$ cat config.mk
export PLATFORM = sky130hd
export DESIGN_NAME = imm_gen_pipe
export DESIGN_NICKNAME = d
export VERILOG_FILES = /design/src/rtl/imm_gen_pipe_pkg.sv /design/src/rtl/imm_gen_pipe_imm_decode.sv /design/src/rtl/imm_gen_pipe.sv
export SDC_FILE = /design/constraint.sdc
export NUM_CORES = 1
export LEC_CHECK = 0
export ABC_AREA = 1
export BUFFER_PORTS_ARGS = -buffer_cell sky130_fd_sc_hd__buf_4
export CAP_MARGIN = 20
export CORE_MARGIN = 5
export CORE_UTILIZATION = 55
export DETAILED_ROUTE_END_ITERATION = 8
export MAX_ROUTING_LAYER = met4
export PLACE_DENSITY_LB_ADDON = 0.15
export SLEW_MARGIN = 20
export SYNTH_ARGS = -nofsm -noshare
export SYNTH_HDL_FRONTEND = slang
export SYNTH_SLANG_ARGS = --single-unit
$ cat constraint.sdc
create_clock -name clk -period 4.2 [get_ports clk]
set_clock_uncertainty 0.1 [all_clocks]
set_input_delay 0.84 -clock clk [delete_from_list [all_inputs] [get_ports clk]]
set_output_delay 0.84 -clock clk [all_outputs]
set_load 0.01 [all_outputs]
$ cat src/rtl/imm_gen_pipe_pkg.sv
// +--------------------------------------------------------------------------+
// | imm_gen_pipe_pkg                                                         |
// | Shared immediate-select encodings, default width and skid state type.   |
// | Revision: 1.0                                                            |
// +--------------------------------------------------------------------------+
`default_nettype none

package imm_gen_pipe_pkg;

  localparam int unsigned c_xlen_default = 32;

  localparam logic [2:0] c_sel_i = 3'd0;
  localparam logic [2:0] c_sel_s = 3'd1;
  localparam logic [2:0] c_sel_b = 3'd2;
  localparam logic [2:0] c_sel_j = 3'd3;
  localparam logic [2:0] c_sel_u = 3'd4;
  localparam logic [2:0] c_sel_z = 3'd5;

  // Bit 0 = main register valid, bit 1 = skid register valid.
  typedef enum logic [1:0] {
    ST_EMPTY = 2'b00,
    ST_ONE   = 2'b01,
    ST_FULL  = 2'b11
  } skid_state_t;

endpackage

`default_nettype wire

$ cat src/rtl/imm_gen_pipe_imm_decode.sv
// +--------------------------------------------------------------------------+
// | imm_decode                                                               |
// | Combinational RISC-V immediate extraction and extension to XLEN.        |
// | Optional CSR zimm format enabled by macro IMMGEN_ZIMM_EN.                |
// | Revision: 1.0                                                            |
// +--------------------------------------------------------------------------+
`default_nettype none

module imm_decode
  import imm_gen_pipe_pkg::*;
#(
  parameter int XLEN = c_xlen_default
) (
  input  logic [31:0]     inst,
  input  logic [2:0]      sel,
  output logic [XLEN-1:0] imm,
  output logic            sel_err
);

  logic [11:0] w_imm_i;
  logic [11:0] w_imm_s;
  logic [12:0] w_imm_b;
  logic [20:0] w_imm_j;
  logic [31:0] w_imm_u;
  logic        w_unused_opcode;

  assign w_imm_i = inst[31:20];
  assign w_imm_s = {inst[31:25], inst[11:7]};
  assign w_imm_b = {inst[31], inst[7], inst[30:25], inst[11:8], 1'b0};
  assign w_imm_j = {inst[31], inst[19:12], inst[20], inst[30:21], 1'b0};
  assign w_imm_u = {inst[31:12], 12'b0};

  // Opcode bits never contribute to an immediate.
  assign w_unused_opcode = ^inst[6:0];

  always_comb begin
    imm     = '0;
    sel_err = 1'b0;
    case (sel)
      c_sel_i: imm = XLEN'($signed(w_imm_i));
      c_sel_s: imm = XLEN'($signed(w_imm_s));
      c_sel_b: imm = XLEN'($signed(w_imm_b));
      c_sel_j: imm = XLEN'($signed(w_imm_j));
      c_sel_u: imm = XLEN'($signed(w_imm_u));
`ifdef IMMGEN_ZIMM_EN
      c_sel_z: imm = XLEN'(inst[19:15]);
`endif
      default: begin
        imm     = '0;
        sel_err = 1'b1;
      end
    endcase
  end

endmodule

`default_nettype wire

$ cat src/rtl/imm_gen_pipe.sv
// +--------------------------------------------------------------------------+
// | imm_gen_pipe                                                             |
// | Pipelined immediate generator with 2-entry skid buffer and error count. |
// | Optional CSR zimm format enabled by macro IMMGEN_ZIMM_EN.                |
// | Revision: 1.0                                                            |
// +--------------------------------------------------------------------------+
`default_nettype none

module imm_gen_pipe
  import imm_gen_pipe_pkg::*;
#(
  parameter int XLEN  = c_xlen_default,
  parameter int TAG_W = 8
) (
  input  logic             clk,
  input  logic             rst,
  input  logic             in_valid,
  output logic             in_ready,
  input  logic [31:0]      in_inst,
  input  logic [2:0]       in_imm_sel,
  input  logic [TAG_W-1:0] in_tag,
  output logic             out_valid,
  input  logic             out_ready,
  output logic [XLEN-1:0]  out_imm,
  output logic [TAG_W-1:0] out_tag,
  output logic             out_sel_err,
  output logic [15:0]      err_cnt
);

  logic [XLEN-1:0]  w_imm;
  logic             w_sel_err;
  logic             w_accept;
  logic             w_drain;

  skid_state_t      r_state;
  logic [XLEN-1:0]  r_skid_imm;
  logic [TAG_W-1:0] r_skid_tag;
  logic             r_skid_err;

  imm_decode #(
    .XLEN (XLEN)
  ) u_imm_decode (
    .inst    (in_inst),
    .sel     (in_imm_sel),
    .imm     (w_imm),
    .sel_err (w_sel_err)
  );

  assign out_valid = r_state[0];
  assign w_accept  = in_valid & in_ready;
  assign w_drain   = out_valid & out_ready;

  always_ff @(posedge clk or posedge rst) begin
    if (rst) begin
      r_state     <= ST_EMPTY;
      in_ready    <= 1'b1;
      out_imm     <= '0;
      out_tag     <= '0;
      out_sel_err <= 1'b0;
      r_skid_imm  <= '0;
      r_skid_tag  <= '0;
      r_skid_err  <= 1'b0;
      err_cnt     <= '0;
    end else begin
      case (r_state)
        ST_EMPTY: begin
          if (w_accept) begin
            out_imm     <= w_imm;
            out_tag     <= in_tag;
            out_sel_err <= w_sel_err;
            r_state     <= ST_ONE;
          end
        end
        ST_ONE: begin
          if (w_accept && w_drain) begin
            out_imm     <= w_imm;
            out_tag     <= in_tag;
            out_sel_err <= w_sel_err;
          end else if (w_accept) begin
            // Main is stalled: park the newcomer and close the input.
            r_skid_imm <= w_imm;
            r_skid_tag <= in_tag;
            r_skid_err <= w_sel_err;
            r_state    <= ST_FULL;
            in_ready   <= 1'b0;
          end else if (w_drain) begin
            r_state <= ST_EMPTY;
          end
        end
        ST_FULL: begin
          if (w_drain) begin
            out_imm     <= r_skid_imm;
            out_tag     <= r_skid_tag;
            out_sel_err <= r_skid_err;
            r_state     <= ST_ONE;
            in_ready    <= 1'b1;
          end
        end
        default: begin
          r_state  <= ST_EMPTY;
          in_ready <= 1'b1;
        end
      endcase

      if (w_accept && w_sel_err && (err_cnt != 16'hFFFF)) begin
        err_cnt <= err_cnt + 16'd1;
      end
    end
  end

endmodule

`default_nettype wire

==> results of run 1 <==
layout make-up:
type / count / area, µm²
tap: 111 / 138.9
multi-input combinational: 505 / 2290
clock inverter: 6 / 93.84
sequential: 101 / 2529
fill: 801 / 3058
inverter: 47 / 182.7
clock buffer: 9 / 123.9
timing repair buffer: 104 / 780.7
metal layers:
metal	part of all wire, %	track usage [%]
met1	45	31.12
met2	48	38.08
met3	5.2	3.311
met4	1.2	5.753
met5	0	-
flip-flops by register name, summed over array words and instances (netlist names):
signal	count
out_imm	32
r_skid_imm	32
err_cnt	16
out_tag	8
r_skid_tag	8
r_state	2
in_ready	1
out_sel_err	1
r_skid_err	1
how the worst max path moves through the flow:
stage,start,to,slack [ns],depth (start not counted)
3_3_place_gp,out_ready,out_imm[11]$_DFFE_PP0P_,1.57,9
4_1_cts,r_state[0]$_DFFE_PP0P_,out_imm[28]$_DFFE_PP0P_,1.51,8
3_5_place_dp,out_ready,out_tag[2]$_DFFE_PP0P_,1.49,9
2_1_floorplan,rst,err_cnt[0]$_DFFE_PP0P_,0.61,1
5_1_grt,r_state[0]$_DFFE_PP0P_,out_imm[19]$_DFFE_PP0P_,1.22,8
6_report,r_state[0]$_DFFE_PP0P_,out_imm[19]$_DFFE_PP0P_,1.47,8
kinds of logic after synthesis:
kind of cell | count (synthesis) | synth area share, %
and+or+nand+nor | 412 | 32.99
DFF | 101 | 49.17
AOI/OAI and AO/OA | 80 | 8.832
buffers and inverters | 76 | 6.350
xor gates and xnor gates | 7 | 1.192
adders and majority gates | 6 | 1.460
power by group through the flow:
stage	Clock [mW]	Sequential, mW	Combinational [mW]
global route	0.746	0.972	0.121
floorplan	0	0.991	0.0559
finish	0.695	0.972	0.106
CTS	0.702	0.972	0.107
global placement	0	0.991	0.104
detailed placement	0	0.991	0.107
critical path, cell delays in order (launching register included):
cell                      delay (ns)
sky130_fd_sc_hd__dfrtp_1        0.45
sky130_fd_sc_hd__ha_1           0.62
sky130_fd_sc_hd__nand2_1        0.24
sky130_fd_sc_hd__nand2_1        0.12
sky130_fd_sc_hd__nor2_1         0.05
sky130_fd_sc_hd__nand2_2        0.36
sky130_fd_sc_hd__inv_2          0.39
sky130_fd_sc_hd__nand3_1        0.22
sky130_fd_sc_hd__nand2_1        0.06
cells in the mapped netlist (7+ instances only):
| master | n | area (µm²) |
|---|---|---|
| sky130_fd_sc_hd__dfrtp_1 | 100 | 2502 |
| sky130_fd_sc_hd__clkbuf_1 | 12 | 45.04 |
| sky130_fd_sc_hd__nand2_1 | 294 | 1104 |
| sky130_fd_sc_hd__o21ai_0 | 46 | 230.2 |
| sky130_fd_sc_hd__nand4_1 | 9 | 56.30 |
| sky130_fd_sc_hd__or2_2 | 9 | 56.30 |
| sky130_fd_sc_hd__buf_2 | 12 | 60.06 |
| sky130_fd_sc_hd__o21ai_1 | 7 | 35.03 |
| sky130_fd_sc_hd__nand3_1 | 41 | 205.2 |
| sky130_fd_sc_hd__nor2_1 | 47 | 176.4 |
| sky130_fd_sc_hd__inv_1 | 41 | 153.9 |
| sky130_fd_sc_hd__a31oi_1 | 18 | 112.6 |
per-stage QoR:
stage | worst slack (ns) | utilization [%]
after global routing | 1.216 | 66.75
after global placement | 1.569 | 64.38
after floorplan | 0.6145 | -
after detailed placement | 1.488 | 64.38
final | 1.468 | 66.75
after CTS | 1.506 | 66.75
==> qor.csv, run 1 <==
stage,metric,value,unit
power_and_ir_drop,power_frac_clock,39.2,%
critical_path,worstPathArrival,2.89,ns
clock_network,cts.repair.resized,0,
yosys,synth_edf_count,0,
clock_network,clk_path_buf_depth,2,
critical_path,timing.rr.start,r_state[0]$_DFFE_PP0P_,
timing,worst_slew_pin_slew,0.8800,ns
clock_network,cts_tree,done,
global_route,grt_pass1_wl,21130,µm
placement,cell_area_after_placement,5921,µm²
routing,drc_violations,0,
yosys,share_of_the_yosys_chip_area_belonging_to_registers,49.17,%
min_path,hold_wc_startpoint,out_imm[14]$_DFFE_PP0P_,
yosys,ys_dominant_reg_cell,sky130_fd_sc_hd__dfrtp_1,
clock_network,path_clk_slew,0.10,ns
placement,gp_routability_congestion,0.8845,
clock_network,tritoncts.num_buffers,9,
timing,slew_headroom,41.25,%
timing,timing.final.crit_share,65.05,%
global_route,antenna_found_initial,0,
timing,finalHoldWorstSlack,0.3877,ns
die,die_h,106.7,µm
min_path,min_delay_worst_endpoint,out_imm[14]$_DFFE_PP0P_,
cells_and_area,commonest_cells_after_routing_fill_and_taps_aside,"293 x sky130_fd_sc_hd__nand2_1, 104 x sky130_fd_sc_hd__buf_4, 100 x sky130_fd_sc_hd__dfrtp_1",
critical_path,timing_worst_setup_path_type,flip-flop to flip-flop,
timing,final-setup-viol-count,0,
global_route,global_route.usage.total,23.33,%
routing,drtPass1Iterations,7,
critical_path,reg2reg_to,out_imm[19]$_DFFE_PP0P_,
power_and_ir_drop,p_leak,3.194,nW
placement,place.detailed.hpwl,8722,µm
run_status,status,completed,
placement,placed_cells,868,
routing,finalWirelength,12490,µm
yosys,postSynth.asyncResetShare,100.0,%
critical_path,ff2ff_setup_slack,1.47,ns
power_and_ir_drop,p_int,1.351,mW
yosys,syn_area_per_cell,7.540,µm²
die,chipWidth,106.7,µm
timing,tns,0,ns
clock_network,worst_skew_pair.late_latency,0.36,ns
die,core,9196,µm²
yosys,synth-seq-cells,101,
timing,hold_violations,0,
min_path,timing.hold.worst_path_depth,2,
die,fp-row-count,35,
timing,report.final.slew_viol_count,0,
power_and_ir_drop,ir_drop,0.1524,mV
yosys,ys_types,31,
global_route,global_route.overflow_total,0,
power_and_ir_drop,netSwitchingFraction,23.82,%
routing,wl_per_cell,14.14,µm
critical_path,critPathLaunchType,flip-flop,
flow_run,cap_violations,0,
power_and_ir_drop,switching_power,422.4,µW
clock_network,cts_post_setup_buffers_inserted,0,
cells_and_area,layout_commonest_cell,sky130_fd_sc_hd__nand2_1,
clock_network,htreeDepth,3,
cells_and_area,final_cell_count_without_fillers,883,
power_and_ir_drop,power-per-cell-area,288.8,nW/µm²
clock_network,cts_hold_buffers,0,
timing,unrepaired_setup_endpoints_after_global_routing,false,
routing,drt-initial-drc-count,338,
critical_path,worst_path_fanout_max,32,
cells_and_area,final_area,6138,µm²
global_route,largest_net_degree_at_the_start_of_global_routing,65,
cells_and_area,drive_gt1_share,19.69,%
power_and_ir_drop,combinationalPowerShare,6.0,%
power_and_ir_drop,power.total,1.773,mW
routing,via_count,4604,
critical_path,worst-r2r-cell-count,8,
routing,via_per_inst,5.214,
cells_and_area,insertedDiodeCount,0,
clock_network,ctsRootBufferMaster,sky130_fd_sc_hd__clkbuf_8,
routing,route.antenna.remaining_nets,0,
cells_and_area,syn2layout_area_growth,19.37,%
die,top_level_ports,106,
die,floorplan.initialDensity,55.92,%
critical_path,worst_ep_required_time,4.36,ns
yosys,synthesis.instances,682,
yosys,post_synthesis_cell_area,5142,µm²
power_and_ir_drop,power.share.sequential,54.8,%
clock_network,tritoncts_num_sinks,101,
placement,port_buffers,98,
yosys,synthesis.nets,735,
cells_and_area,finish.net_count,821,
timing,maxClockFrequency,0.3660,GHz
critical_path,critical_path_capture_point_type,flip-flop,
timing,fin_crit,2.732,ns
min_path,hold_path_class,flip-flop to flip-flop,
die,die_area,11380,µm²
global_route,number_of_global_route_vias_before_repair,4457,
yosys,yosys_warnings,0,
Note: power is estimated with default switching activity, not from simulation.
==> run 2, diff against run 1 <==
- ABC_AREA: 1 -> 0
- CORE_UTILIZATION: 55 -> 49
- clock period: 4.2 -> 2.4 ns (I/O delays scaled with it)
==> run 2 against run 1 <==
Effect of this change:
- die area is 8.3% higher
- first-iteration DRC count is 51% lower
- worst setup slack worse by 1.3 ns
- sequential share of layout area is 0.41 points higher
- count of clock-buffer cells in the layout is 1 higher
- via count is 11% lower
- sequential power grew to 2.9 times the previous value
- register-to-register slack worse by 1.3 ns
- core utilization is 5.1 points lower
- cell count is 16% lower
- area after synthesis is 2.7% lower
- critical path type unchanged
- critical endpoint is now out_imm[13]$_DFFE_PP0P_
- largest power group is now combinational cells
==> qor.csv, run 2 <==
stage,metric,value,unit
run_status,status,completed,
yosys,syn_area_per_cell,9.673,µm²
clock_network,cts_hold_buffers,0,
yosys,ys_dominant_reg_cell,sky130_fd_sc_hd__dfrtp_1,
yosys,yosys_warnings,0,
cells_and_area,layout_commonest_cell,sky130_fd_sc_hd__buf_4,
clock_network,tritoncts_num_sinks,101,
power_and_ir_drop,ir_drop,0.6723,mV
critical_path,worstPathArrival,2.38,ns
cells_and_area,drive_gt1_share,23.65,%
timing,final-setup-viol-count,0,
yosys,synth.area.top_cells,"sky130_fd_sc_hd__dfrtp_1 50%, sky130_fd_sc_hd__nand2_1 7.1%, sky130_fd_sc_hd__a21oi_1 4.7%",
routing,drt-initial-drc-count,164,
yosys,post_synth_most_frequent_cells,"100 x sky130_fd_sc_hd__dfrtp_1, 94 x sky130_fd_sc_hd__nand2_1, 47 x sky130_fd_sc_hd__a21oi_1, 33 x sky130_fd_sc_hd__o21ai_0, 20 x sky130_fd_sc_hd__o21ai_1",
cells_and_area,final_area,6078,µm²
yosys,post_synthesis_cell_area,5001,µm²
die,die_h,111.0,µm
timing,tns,0,ns
power_and_ir_drop,p_leak,2.838,nW
global_route,global_route.overflow_total,0,
clock_network,path_clk_slew,0.10,ns
timing,maxClockFrequency,0.4471,GHz
routing,via_per_inst,5.534,
yosys,synth.most_common_cell,sky130_fd_sc_hd__dfrtp_1,
cells_and_area,layout_top_registers,"out_imm x32, r_skid_imm x32, err_cnt x16",
die,chipWidth,111.0,µm
yosys,ys_types,49,
yosys,synthesis.nets,570,
routing,m1WireLength,5527,µm
critical_path,critical_path.max_stage_delay,0.58,ns
routing,drc_violations,0,
critical_path,worst_ep_required_time,2.55,ns
timing,report.final.slew_viol_count,0,
cells_and_area,final_util,61.62,%
routing,finalWirelength,11680,µm
critical_path,path_cells,inv_1 > ha_1 > a2bb2oi_1 > or3_2 > buf_12 > a22o_1,
yosys,synth-seq-cells,101,
die,fp-row-count,36,
clock_network,cts.repair.resized,0,
power_and_ir_drop,power-per-cell-area,1135,nW/µm²
critical_path,critPathSlowestCell,sky130_fd_sc_hd__or3_2,
min_path,hold_path_class,input port to asynchronous set/reset pin,
clock_network,ctsRootBufferMaster,sky130_fd_sc_hd__clkbuf_8,
timing,fin_crit,2.237,ns
clock_network,cts_tree,done,
critical_path,timing.rr.start,r_state[0]$_DFFE_PP0P_,
routing,drtPass1Iterations,5,
global_route,grt_pass1_wl,19120,µm
cells_and_area,finish.net_count,657,
timing,unrepaired_setup_endpoints_after_global_routing,false,
critical_path,critPathLaunch,r_state[0]$_DFFE_PP0P_,
critical_path,ff2ff_setup_slack,0.16,ns
routing,dr_wl_met2,5507,µm
die,floorplan.initialDensity,50.70,%
flow_run,cap_violations,0,
clock_network,htreeDepth,3,
clock_network,tritoncts.num_buffers,9,
placement,gp_routability_congestion,0.7930,
global_route,largest_net_degree_at_the_start_of_global_routing,102,
yosys,synthesis.instances,517,
timing,timing.final.crit_share,93.20,%
die,die_area,12330,µm²
placement,place.detailed.hpwl,7781,µm
clock_network,worst_skew_pair.late_latency,0.35,ns
yosys,yosysTopAreaCellShare,50.04,%
routing,highest_routed_metal_layer,met4,
routing,wl_per_cell,15.74,µm
global_route,number_of_global_route_vias_before_repair,3913,
die,top_level_ports,106,
global_route,global_route.usage.total,19.04,%
power_and_ir_drop,power.total,6.899,mW
routing,route.antenna.remaining_nets,0,
timing,worst_slew_pin_slew,0.7399,ns
timing,hold_violations,0,
cells_and_area,insertedDiodeCount,0,
critical_path,timing_worst_setup_path_type,flip-flop to flip-flop,
global_route,antenna_found_initial,0,
yosys,share_of_the_yosys_chip_area_belonging_to_registers,50.56,%
routing,routed_length_on_met3,542,µm
placement,cell_area_after_placement,5857,µm²
critical_path,worst_path_fanout_max,49,
clock_network,clk_path_buf_depth,2,
yosys,postSynth.asyncResetShare,100.0,%
critical_path,critical_path_capture_point_type,flip-flop,
cells_and_area,commonest_cells_after_routing_fill_and_taps_aside,"112 x sky130_fd_sc_hd__buf_4, 100 x sky130_fd_sc_hd__dfrtp_1, 94 x sky130_fd_sc_hd__nand2_1",
die,core,9864,µm²
cells_and_area,syn2layout_area_growth,21.54,%
critical_path,critPathLaunchType,flip-flop,
timing,slew_headroom,50.57,%
yosys,netlist.top_cell.by_area,sky130_fd_sc_hd__dfrtp_1,
routing,via_count,4106,
clock_network,cts_post_setup_buffers_inserted,0,
yosys,synth_edf_count,0,
placement,port_buffers,98,
## run 2: changes by cell type after synthesis, sizes merged, moves of 14 or more
cell and delta:
o211ai +14, nor2 -38, inv -39, mux2i +15, nand3 -36, a21oi +47
nand2 -206
## run 2: logic make-up after synthesis
kind of cell	Yosys count	share of synthesized area [%]
adders and majority gates	6	1.501
buffers and inverters	45	4.553
and+or+nand+nor	175	17.41
xor gates and xnor gates	16	3.178
AOI/OAI and AO/OA	156	19.11
muxes	18	3.678
DFF	101	50.56
## run 2: power by group
group	switching (mW)	leakage [nW]	total [mW]	internal [mW]
clock network	0.611	0.107	1.21	0.598
logic	1.55	1.45	2.88	1.34
registers	0.422	1.28	2.80	2.38
## run 2: layout make-up
type                            count  area [µm²]
Inverter                            7       30.03
Clock inverter                      6       93.84
Tap cell                          133       166.4
Fill cell                         853        3786
Clock buffer                       10       127.6
Sequential cell                   101        2529
Multi-Input combinational cell    371        2251
Timing Repair Buffer              114       880.8
## run 2: worst max-delay path, delay by kind of cell (launching register included)
kind | cells | cell delay (ns)
AOI/OAI and AO/OA | 2 | 0.40
DFF | 1 | 0.45
adders and majority gates | 1 | 0.25
and+or+nand+nor | 1 | 0.58
buffers and inverters | 2 | 0.35
## run 2: metrics by stage
step                std cells  worst slack (ns)  hold slack (ns)
global placement          726            0.2203           0.3531
floorplan                 517            0.3905           0.3380
global route              742           0.06007           0.2067
CTS                       742            0.1548           0.1949
detailed placement        726            0.1568           0.3650
finish                    742            0.1632           0.1771
## run 2: final timing paths
kind | to | cells after the start
max | out_imm[13]$_DFFE_PP0P_ | 6
min | out_tag[3]$_DFFE_PP0P_ | 3
max reg2reg | out_imm[13]$_DFFE_PP0P_ | 6
min reg2reg | r_skid_imm[30]$_DFFE_PP0P_ | 2
max in group asynchronous | in_ready$_DFFE_PP1P_ | 3
min in group clk | r_skid_tag[4]$_DFFE_PP0P_ | 3
## run 2: layer usage
layer | global-route usage (%) | vias up
met1 | 25.93 | 1978
met4 | 5.028 | 0
li1 | - | 2000
met3 | 3.002 | 8
met5 | - | -
met2 | 30.02 | 120
==> run 3, diff against run 2 <==
- CORE_UTILIZATION: 49 -> 50
- SYNTH_HIERARCHICAL: unset -> 1
==> run 3 against run 2 <==
Effect of this change:
- die area decreased by 1.1%
- core utilization increased by 1.4 points
- fmax grew 6.2%
- combinational power up 2%
- clock power decreased by 20%
- via count decreased by 16%
- first-iteration DRC count fell by 27%
- area after synthesis grew 0.83%
- sequential share of layout area fell by 0.72 points
- non-clock buffer count fell by 1
- sequential power about the same
- critical path type unchanged
- sequential cell count is the same
==> qor.csv, run 3 <==
stage,metric,value,unit
cells_and_area,layout_commonest_cell,sky130_fd_sc_hd__mux2_2,
cells_and_area,final_area,6186,µm²
timing,hold_violations,0,
yosys,yosys_warnings,6,
placement,placed_cells,615,
cells_and_area,layout_top_registers,"out_imm x32, r_skid_imm x32, err_cnt x16",
min_path,hold_path_class,input port to flip-flop,
timing,final-setup-viol-count,0,
power_and_ir_drop,p_leak,2.945,nW
placement,gp_routability_congestion,0.8471,
routing,drc_violations,0,
placement,port_buffers,98,
yosys,syn_area_per_cell,12.80,µm²
critical_path,worst-r2r-cell-count,6,
yosys,post_synthesis_cell_area,5042,µm²
timing,slew_headroom,45.68,%
critical_path,worst_path_fanout_max,16,
routing,finalWirelength,10880,µm
routing,via_per_inst,5.443,
yosys,synthesis.instances,394,
clock_network,cts_tree,done,
global_route,largest_net_degree_at_the_start_of_global_routing,44,
clock_network,path_clk_slew,0.10,ns
die,fp-row-count,36,
die,core,9819,µm²
routing,drtPass1Iterations,4,
cells_and_area,drive_gt1_share,52.71,%
cells_and_area,final_cell_count_without_fillers,632,
critical_path,worstPathArrival,2.25,ns
yosys,post_synth_most_frequent_cells,"122 x sky130_fd_sc_hd__mux2_2, 100 x sky130_fd_sc_hd__dfrtp_1, 18 x sky130_fd_sc_hd__a21oi_1, 11 x sky130_fd_sc_hd__a21o_1, 11 x sky130_fd_sc_hd__buf_2",
clock_network,cts_post_setup_buffers_inserted,0,
min_path,min_delay_worst_endpoint,r_skid_tag[3]$_DFFE_PP0P_,
routing,via_count,3440,
clock_network,clk_path_buf_depth,2,
timing,maxClockFrequency,0.4749,GHz
critical_path,timing_worst_setup_path_type,flip-flop to flip-flop,
die,chipWidth,110.4,µm
placement,cell_area_after_placement,6006,µm²
yosys,ys_dominant_reg_cell,sky130_fd_sc_hd__dfrtp_1,
critical_path,critical_path_capture_point_type,flip-flop,
die,die_area,12190,µm²
cells_and_area,finish.net_count,548,
die,die_h,110.4,µm
critical_path,critPathLaunchType,flip-flop,
die,floorplan.initialDensity,51.35,%
clock_network,tritoncts.num_buffers,9,
power_and_ir_drop,power-per-cell-area,1088,nW/µm²
critical_path,ff2ff_setup_slack,0.29,ns
cells_and_area,insertedDiodeCount,0,
global_route,number_of_global_route_vias_before_repair,3616,
yosys,synth.area.top_cells,"sky130_fd_sc_hd__dfrtp_1 50%, sky130_fd_sc_hd__mux2_2 27%, sky130_fd_sc_hd__a21oi_1 1.8%",
critical_path,timing.rr.start,r_state[0]$_DFFE_PP0P_,
yosys,synth_edf_count,0,
power_and_ir_drop,ir_drop,0.4428,mV
routing,drt-initial-drc-count,119,
yosys,netlist.top_cell.by_area,sky130_fd_sc_hd__dfrtp_1,
placement,place.detailed.hpwl,7719,µm
timing,report.final.slew_viol_count,0,
clock_network,worst_skew_pair.late_latency,0.36,ns
yosys,ys_types,45,
flow_run,cap_violations,0,
yosys,share_of_the_yosys_chip_area_belonging_to_registers,50.15,%
yosys,yosysTopAreaCellShare,49.63,%
clock_network,ctsRootBufferMaster,sky130_fd_sc_hd__clkbuf_8,
global_route,global_route.usage.total,19.05,%
global_route,global_route.overflow_total,0,
clock_network,tritoncts_num_sinks,101,
yosys,synth.most_common_cell,sky130_fd_sc_hd__mux2_2,
global_route,grt_pass1_wl,18520,µm
yosys,synth-seq-cells,101,
clock_network,htreeDepth,3,
timing,unrepaired_setup_endpoints_after_global_routing,false,
cells_and_area,syn2layout_area_growth,22.68,%
timing,fin_crit,2.106,ns
global_route,antenna_found_initial,0,
routing,wl_per_cell,17.21,µm
min_path,timing.hold.worst_path_depth,2,
critical_path,worst_ep_required_time,2.55,ns
die,top_level_ports,106,
yosys,postSynth.asyncResetShare,100.0,%
run_status,status,completed,
critical_path,reg2reg_to,out_imm[13]$_DFFE_PP0P_,
timing,worst_slew_pin_slew,0.8112,ns
routing,route.antenna.remaining_nets,0,
min_path,hold_wc_startpoint,in_tag[3],
yosys,synthesis.nets,448,
timing,timing.final.crit_share,87.73,%
cells_and_area,commonest_cells_after_routing_fill_and_taps_aside,"122 x sky130_fd_sc_hd__mux2_2, 107 x sky130_fd_sc_hd__buf_4, 100 x sky130_fd_sc_hd__dfrtp_1",
-- run 3: cell types whose count changed after synthesis, moves of 10 or more --
cell,change
sky130_fd_sc_hd__a21o_1,+11
sky130_fd_sc_hd__a21oi_1,-29
sky130_fd_sc_hd__and2_1,-10
sky130_fd_sc_hd__clkbuf_1,-11
sky130_fd_sc_hd__mux2_2,+119
sky130_fd_sc_hd__nand2_1,-84
sky130_fd_sc_hd__o211ai_1,-14
sky130_fd_sc_hd__o21ai_0,-29
sky130_fd_sc_hd__o21ai_1,-20
-- run 3: layout make-up --
cell class                 count  area, µm²
multi-input combinational    264       2385
sequential                   101       2529
clock buffer                  13      148.9
timing repair buffer         113      913.4
clock inverter                 3      21.27
tap                          133      166.4
inverter                       5      22.52
fill                         820       3633
-- run 3: metal layers --
metal | track usage [%] | wire length (µm)
met5 | - | 0
met2 | 29.17 | 5054
met4 | 5.090 | 89
met3 | 5.252 | 684
met1 | 25.16 | 5048
-- run 3: worst max-delay path by stage --
| stage | endpoint | cells past startpoint | startpoint |
|---|---|---|---|
| after global placement | out_imm[28]$_DFFE_PP0P_ | 5 | in_imm_sel[2] |
| after floorplan | out_imm[6]$_DFFE_PP0P_ | 5 | r_state[0]$_DFFE_PP0P_ |
| after global routing | out_imm[12]$_DFFE_PP0P_ | 6 | r_state[0]$_DFFE_PP0P_ |
| final | out_imm[13]$_DFFE_PP0P_ | 6 | r_state[0]$_DFFE_PP0P_ |
| after CTS | out_imm[20]$_DFFE_PP0P_ | 6 | r_state[0]$_DFFE_PP0P_ |
| after detailed placement | out_imm[14]$_DFFE_PP0P_ | 7 | in_imm_sel[2] |
-- run 3: logic make-up after synthesis --
| logic type | Yosys count | synth area share, % |
|---|---|---|
| mux | 131 | 29.18 |
| flops | 101 | 50.15 |
| simple gates | 63 | 7.469 |
| compound gates | 49 | 6.055 |
| buf+inv | 29 | 2.829 |
| xor+xnor | 14 | 2.581 |
| fa+ha+maj | 7 | 1.737 |
-- run 3: timing repair --
action | CTS | global route
endpoints found under the hold margin | 7 | 0
hold buffers | 1 | 0
gates resized for setup | 0 | 0
-- run 3: where the power goes --
group	internal, mW	switching [mW]	leakage (nW)
clock network	0.408	0.558	0.0836
logic	1.74	1.22	1.58
registers	2.41	0.401	1.28
total	4.55	2.18	2.94
-- run 3: worst max-delay path, cell delays in order (launching register included) --
cell and delay (ns):
sky130_fd_sc_hd__dfrtp_1 0.52, sky130_fd_sc_hd__inv_1 0.11, sky130_fd_sc_hd__ha_1 0.23, sky130_fd_sc_hd__o21ai_0 0.15, sky130_fd_sc_hd__and3b_2 0.24, sky130_fd_sc_hd__buf_4 0.26, sky130_fd_sc_hd__mux2_2 0.37
-- run 3: stage by stage --
stage | setup TNS [ns] | hold WS (ns) | util, % | setup slack [ns] | power (mW)
after CTS | 0 | 0.2357 | 63.00 | 0.2822 | 6.844
after global routing | 0 | 0.2185 | 63.00 | 0.1691 | 7.206
after floorplan | 0 | 0.3736 | - | 0.3717 | 4.765
final | 0 | 0.2559 | 63.00 | 0.2945 | 6.731
after detailed placement | 0 | 0.3813 | 61.16 | 0.2365 | 5.856
after global placement | -1.230 | 0.3742 | 61.11 | -0.1195 | 5.757
